$ cat src/rtl/fetch_stage.sv
// fetch_stage: instruction fetch with PC, a single-outstanding memory request,
// a one-entry response buffer used under stall, and an IF/ID register feeding decode.
// A taken-branch redirect pre-empts everything. A response that is still in flight
// when a redirect arrives is discarded through the drop flag.
module fetch_stage #(
  parameter int                 ADDR_W   = 8,
  parameter int                 INST_W   = 16,
  parameter logic [ADDR_W-1:0]  RESET_PC = '0
) (
  input  logic              clk,
  input  logic              rst_n,
  output logic              imem_req,
  output logic [ADDR_W-1:0] imem_addr,
  input  logic              imem_ready,
  input  logic              imem_rvalid,
  input  logic [INST_W-1:0] imem_rdata,
  input  logic              stall,
  input  logic              redirect,
  input  logic [ADDR_W-1:0] redirect_pc,
  output logic              if_valid,
  output logic [INST_W-1:0] if_inst,
  output logic [ADDR_W-1:0] if_pc,
  output logic [3:0]        if_opcode
);

  typedef enum logic [1:0] {S_IDLE, S_REQ, S_WAIT, S_HOLD} state_t;

  // One fetched instruction together with the address it came from
  typedef struct packed {
    logic [INST_W-1:0] inst;
    logic [ADDR_W-1:0] pc;
  } fetch_ent_t;

  state_t            state;
  logic [ADDR_W-1:0] pc;
  logic [ADDR_W-1:0] pc_inc;
  logic              drop;      // an abandoned response is still in flight
  logic              hold_vld;  // parked response waiting for IF/ID to free up
  fetch_ent_t        hold_q;
  fetch_ent_t        ifid_q;

  // pc + 1 wraps naturally at 2^ADDR_W
  assign pc_inc    = pc + ADDR_W'(1);

  // Request is a pure decode of the state flop, so it is glitch-free
  assign imem_req  = (state == S_REQ);
  assign imem_addr = pc;

  assign if_inst   = ifid_q.inst;
  assign if_pc     = ifid_q.pc;
  assign if_opcode = ifid_q.inst[INST_W-1 -: 4];

  // Fetch FSM, PC, response buffer and IF/ID register
  always_ff @(posedge clk) begin
    if (!rst_n) begin
      state    <= S_IDLE;
      pc       <= RESET_PC;
      drop     <= 1'b0;
      hold_vld <= 1'b0;
      hold_q   <= '0;
      ifid_q   <= '0;
      if_valid <= 1'b0;
    end else if (redirect) begin
      // Redirect overrides stall: flush IF/ID and the buffer, restart at target
      pc       <= redirect_pc;
      if_valid <= 1'b0;
      hold_vld <= 1'b0;
      unique case (state)
        S_REQ: begin
          // A request accepted this very cycle is still outstanding
          if (imem_ready) begin
            state <= S_WAIT;
            drop  <= 1'b1;
          end else begin
            state <= S_REQ;
          end
        end
        S_WAIT: begin
          if (imem_rvalid) begin
            // Response arrives now and is simply thrown away
            state <= S_REQ;
            drop  <= 1'b0;
          end else begin
            // Keep waiting so the stale response is swallowed later
            drop  <= 1'b1;
          end
        end
        default: state <= S_REQ;
      endcase
    end else begin
      // Decode takes the IF/ID entry whenever it is not stalling
      if (if_valid && !stall) if_valid <= 1'b0;

      unique case (state)
        S_IDLE: state <= S_REQ;
        S_REQ: begin
          if (imem_ready) state <= S_WAIT;
        end
        S_WAIT: begin
          if (imem_rvalid) begin
            if (drop) begin
              // Stale data from before a redirect; pc already points at the target
              drop  <= 1'b0;
              state <= S_REQ;
            end else if (!if_valid || !stall) begin
              ifid_q   <= '{inst: imem_rdata, pc: pc};
              if_valid <= 1'b1;
              pc       <= pc_inc;
              state    <= S_REQ;
            end else begin
              // IF/ID is occupied and held: park the response
              hold_q   <= '{inst: imem_rdata, pc: pc};
              hold_vld <= 1'b1;
              pc       <= pc_inc;
              state    <= S_HOLD;
            end
          end
        end
        S_HOLD: begin
          if (!stall) begin
            ifid_q   <= hold_q;
            if_valid <= hold_vld;
            hold_vld <= 1'b0;
            state    <= S_REQ;
          end
        end
        default: state <= S_IDLE;
      endcase
    end
  end

endmodule

$ cat config.mk
export PLATFORM = sky130hd
export DESIGN_NAME = fetch_stage
export DESIGN_NICKNAME = d
export VERILOG_FILES = /design/src/rtl/fetch_stage.sv
export SDC_FILE = /design/constraint.sdc
export NUM_CORES = 1
export LEC_CHECK = 0
export ABC_AREA = 1
export ABC_CLOCK_PERIOD_IN_PS = 1300
export CAP_MARGIN = 15
export CORE_ASPECT_RATIO = 0.7
export CORE_UTILIZATION = 30
export DETAILED_ROUTE_END_ITERATION = 7
export SYNTH_ARGS = -nofsm -noshare
export SYNTH_HDL_FRONTEND = slang
export SYNTH_SLANG_ARGS = --single-unit
export TNS_END_PERCENT = 10
$ cat constraint.sdc
create_clock -name clk -period 1.3 [get_ports clk]
set_input_delay 0.325 -clock clk [delete_from_list [all_inputs] [get_ports clk]]
set_output_delay 0.325 -clock clk [all_outputs]
set_load 0.005 [all_outputs]
==> impl_results.rst <==
.. list-table::
   :header-rows: 1

   * - Metric
     - Value
   * - Netlist area before placement
     - 3000 sq um
   * - Ratio of cells with drive above 1 in the final layout
     - 22.0%
   * - Delay of the slowest cell on the worst path
     - 360 ps
   * - Fin. Hold Viols
     - 0
   * - Final-layout worst hold slack
     - 378 ps
   * - Share of flip-flops with an asynchronous set or reset after synthesis
     - 0%
   * - Seq pwr share
     - 36.6%
   * - Number of I/O pins
     - 68
   * - Starting Density
     - 31.0%
   * - Clock tree from TritonCTS
     - built
   * - Number of enable flip-flop cells after synthesis
     - 0
   * - Commonest register cell after synthesis
     - sky130_fd_sc_hd__dfxtp_1
   * - Synth cell types
     - 27
   * - Area growth syn-to-layout
     - 51.5%
   * - Setup slack after layout
     - -196 ps
   * - Synthesis Warnings
     - 0
   * - Critical Path AT
     - 1720 ps
   * - Worst setup path class
     - reg -> reg
   * - Outcome
     - complete, but fails checks
   * - Die area
     - 10400 sq um
   * - Setup repair after global routing missed its margin
     - true
   * - Critical-path cell list
     - inv_4 -> ha_4 -> inv_6 -> a21oi_4 -> nor2_4 -> buf_12 -> buf_4 -> buf_6 -> a21oi_2 -> nor2_1
   * - Via count of the first global-routing pass
     - 2782
   * - Relative contribution of combinational cells to total power
     - 23.7%
   * - Min-delay worst type
     - in -> reg
   * - Total net switching power
     - 1.49 mW
   * - Period Utilization, post-route
     - 115%
   * - Total nets after synthesis
     - 449
   * - Clock period minus final worst setup slack
     - 1500 ps
   * - Clock root buffer
     - sky130_fd_sc_hd__clkbuf_16
   * - Internal power
     - 4.17 mW
   * - Largest clock skew in the final design
     - 6.39 ps
   * - Max FO, Critical Path
     - 7
   * - #FFs+latches synth
     - 61
   * - Maximum Capacitance Violations
     - 0
   * - Rows
     - 30
   * - DP Wirelength
     - 5620 microns
   * - 1st-pass router iterations
     - 5
   * - Vias after detailed routing
     - 3016
   * - Grt ovf
     - 0
   * - Final net count
     - 539
   * - Critical Path Slowest Stage Cell
     - sky130_fd_sc_hd__dfxtp_4
   * - Floorplan Core Area
     - 9680 sq um
   * - Post-CTS Hold Fix Bufs
     - 0
   * - Source-to-sink clock delay at the later pin of the worst-skew pair
     - 320 ps
   * - Pin slew with the least headroom to its limit
     - 279 ps
   * - Failing checks
     - negative setup slack
   * - Number of pins with negative max-slew slack in the final report
     - 0
   * - Overall track demand over capacity in global routing
     - 16.3%
   * - Final core occ
     - 46.9%
   * - Post-route ant nets
     - 0
   * - Largest net degree at the start of global routing
     - 29
   * - Worst slew slack as a fraction of its limit
     - 81.3%
   * - Crit end category
     - flip-flop
   * - Clk buf depth
     - 2
   * - Sort of element at the start of the critical path
     - flip-flop
   * - Mean cell area of the mapped netlist
     - 7.22 sq um
   * - Number of CTS-inserted buffers
     - 9
   * - Diodes inserted
     - 0
   * - Sum of routed wire length over all layers
     - 8210 microns
   * - Pre-CTS WS
     - -513 ps
   * - Detailed-route wire length per cell
     - 12.9 microns
   * - Required time at the worst-slack endpoint
     - 1520 ps
   * - Sequential fraction of the synthesis area
     - 40.7%
   * - Cell leakage power
     - 2.01 nW
   * - Total power divided by cell area
     - 1250 nW/um^2
   * - Routability congestion estimate
     - 0.875
   * - H-tree levels
     - 3
   * - First-pass GRT wire length
     - 13100 microns
   * - Initial antenna violation count
     - 0
   * - Violation count after the first detailed-routing iteration
     - 186
   * - Fill cell total of the finished layout
     - 959
   * - Via count normalized by instance count
     - 4.74
   * - Gate count after technology mapping
     - 415
   * - Max IR drop VDD
     - 0.637 mV
   * - Setup TNS
     - -7780 ps
   * - Net Sw Frac
     - 26.3%
   * - Clock sink count
     - 61
   * - Final setup viols
     - 60
   * - Floorplan die width
     - 121 microns
   * - Post-route DRC violation count
     - 0
   * - Quantity of I/O buffers inserted on ports
     - 67
   * - Clock-pin transition on the worst setup and hold timing paths
     - 50 ps
   * - Die Span Y
     - 85.6 microns
   * - Fmax
     - 669 MHz
   * - Part of the total power dissipated in the clock network
     - 39.7%
## layout make-up
cell class                      instances  area (sq um)  share of cell area (%)
Clock buffer                           13           280                    6.17
Tap cell                              128           160                    3.53
Multi-Input combinational cell        299          1640                    36.2
Inverter                               24           100                    2.20
Clock inverter                          1          5.00                   0.110
Timing Repair Buffer                  110          1110                    24.5
Sequential cell                        61          1240                    27.3
## per-stage QoR
step,power (mW),std cells,instance area [sq um]
detailed placement,3.25,615,4010
finish,5.66,636,4540
global placement,3.24,615,4010
CTS,5.57,632,4370
global route,5.95,636,4540
floorplan,2.71,415,3060
## power by group through the flow
stage          clock (mW)  combinational [mW]  sequential (mW)
2_1_floorplan           0               0.605             2.10
3_3_place_gp            0                1.15             2.09
3_5_place_dp            0                1.16             2.09
4_1_cts              2.31                1.19             2.07
5_1_grt              2.41                1.46             2.08
6_report             2.25                1.34             2.07
## flip-flops by register name (all words and copies together), names as in the netlist
signal     count
hold_vld       1
if_pc          8
imem_addr      8
state          2
if_inst       16
hold_q        24
if_valid       1
drop           1
## cells in the final DEF, fill, tap and decap left out, types with 3 or more instances in the layout
master	instances
sky130_fd_sc_hd__clkbuf_8	4
sky130_fd_sc_hd__nand2_1	56
sky130_fd_sc_hd__nand2_4	3
sky130_fd_sc_hd__a21oi_1	37
sky130_fd_sc_hd__clkdlybuf4s50_1	26
sky130_fd_sc_hd__buf_12	8
sky130_fd_sc_hd__buf_4	29
sky130_fd_sc_hd__clkbuf_16	12
sky130_fd_sc_hd__dlygate4sd2_1	39
sky130_fd_sc_hd__inv_2	5
sky130_fd_sc_hd__mux2i_1	19
sky130_fd_sc_hd__o21ai_1	14
sky130_fd_sc_hd__nor2_4	3
sky130_fd_sc_hd__nand3_1	25
sky130_fd_sc_hd__dfxtp_2	9
sky130_fd_sc_hd__o21ai_0	21
sky130_fd_sc_hd__inv_1	16
sky130_fd_sc_hd__dfxtp_1	50
sky130_fd_sc_hd__nand2_2	3
sky130_fd_sc_hd__nor2_1	82
sky130_fd_sc_hd__nand3_2	10
sky130_fd_sc_hd__o21bai_1	3
sky130_fd_sc_hd__a21oi_2	10
## logic make-up after synthesis
logic type / after synthesis / synth area share [%]
muxes: 19 / 6.34
and+or+nand+nor: 185 / 25.6
adders and majority gates: 4 / 1.67
xor gates and xnor gates: 2 / 0.584
AOI/OAI and AO/OA: 89 / 15.4
buffers and inverters: 55 / 9.68
DFF: 61 / 40.7
## Yosys cell counts (5+ instances only)
master	n	area, sq um
sky130_fd_sc_hd__buf_2	15	75.1
sky130_fd_sc_hd__dfxtp_1	61	1220
sky130_fd_sc_hd__nand2_1	60	225
sky130_fd_sc_hd__o21ai_0	30	150
sky130_fd_sc_hd__inv_1	19	71.3
sky130_fd_sc_hd__o21ai_1	5	25.0
sky130_fd_sc_hd__nor2_1	82	308
sky130_fd_sc_hd__mux2i_1	19	190
sky130_fd_sc_hd__a21oi_1	48	240
sky130_fd_sc_hd__nand3_1	35	175
sky130_fd_sc_hd__buf_4	5	37.5
sky130_fd_sc_hd__clkbuf_1	6	22.5
## worst max-delay path: cells and delay by family, from the launching register on
family,cells,cell delay (ps)
AOI/OAI and AO/OA,2,230
buffers and inverters,5,500
DFF,1,360
and+or+nand+nor,2,100
adders and majority gates,1,180
## layer usage
metal / wire length, microns / vias to the layer above / track usage [%]
li1: - / 1544 / -
met1: 4080 / 1400 / 21.3
met2: 3760 / 70 / 25.4
met3: 358 / 2 / 5.52
met4: 14 / 0 / 4.94
met5: 0 / - / 0
## final timing paths
check / start / end / slack, ps / cells after the start
hold reg to reg: if_pc[3]$_SDFFE_PN0P_ / if_pc[3]$_SDFFE_PN0P_ / 470 / 2
setup / recovery: state[0]$_SDFFE_PN0P_ / hold_vld$_SDFFE_PP0P_ / -200 / 10
hold / removal: rst_n / imem_addr[2]$_SDFFE_PN0P_ / 380 / 3
setup reg to reg: state[0]$_SDFFE_PN0P_ / hold_vld$_SDFFE_PP0P_ / -200 / 10
## what timing repair did
| action | CTS | global route |
|---|---|---|
| endpoints found under the setup margin | 96 | 61 |
| cloned | 1 | 3 |
| pin swaps | 3 | 4 |
| gates resized for setup | 73 | 28 |
| buffers inserted | 2 | 1 |
Note: power is estimated with default switching activity, not from simulation.
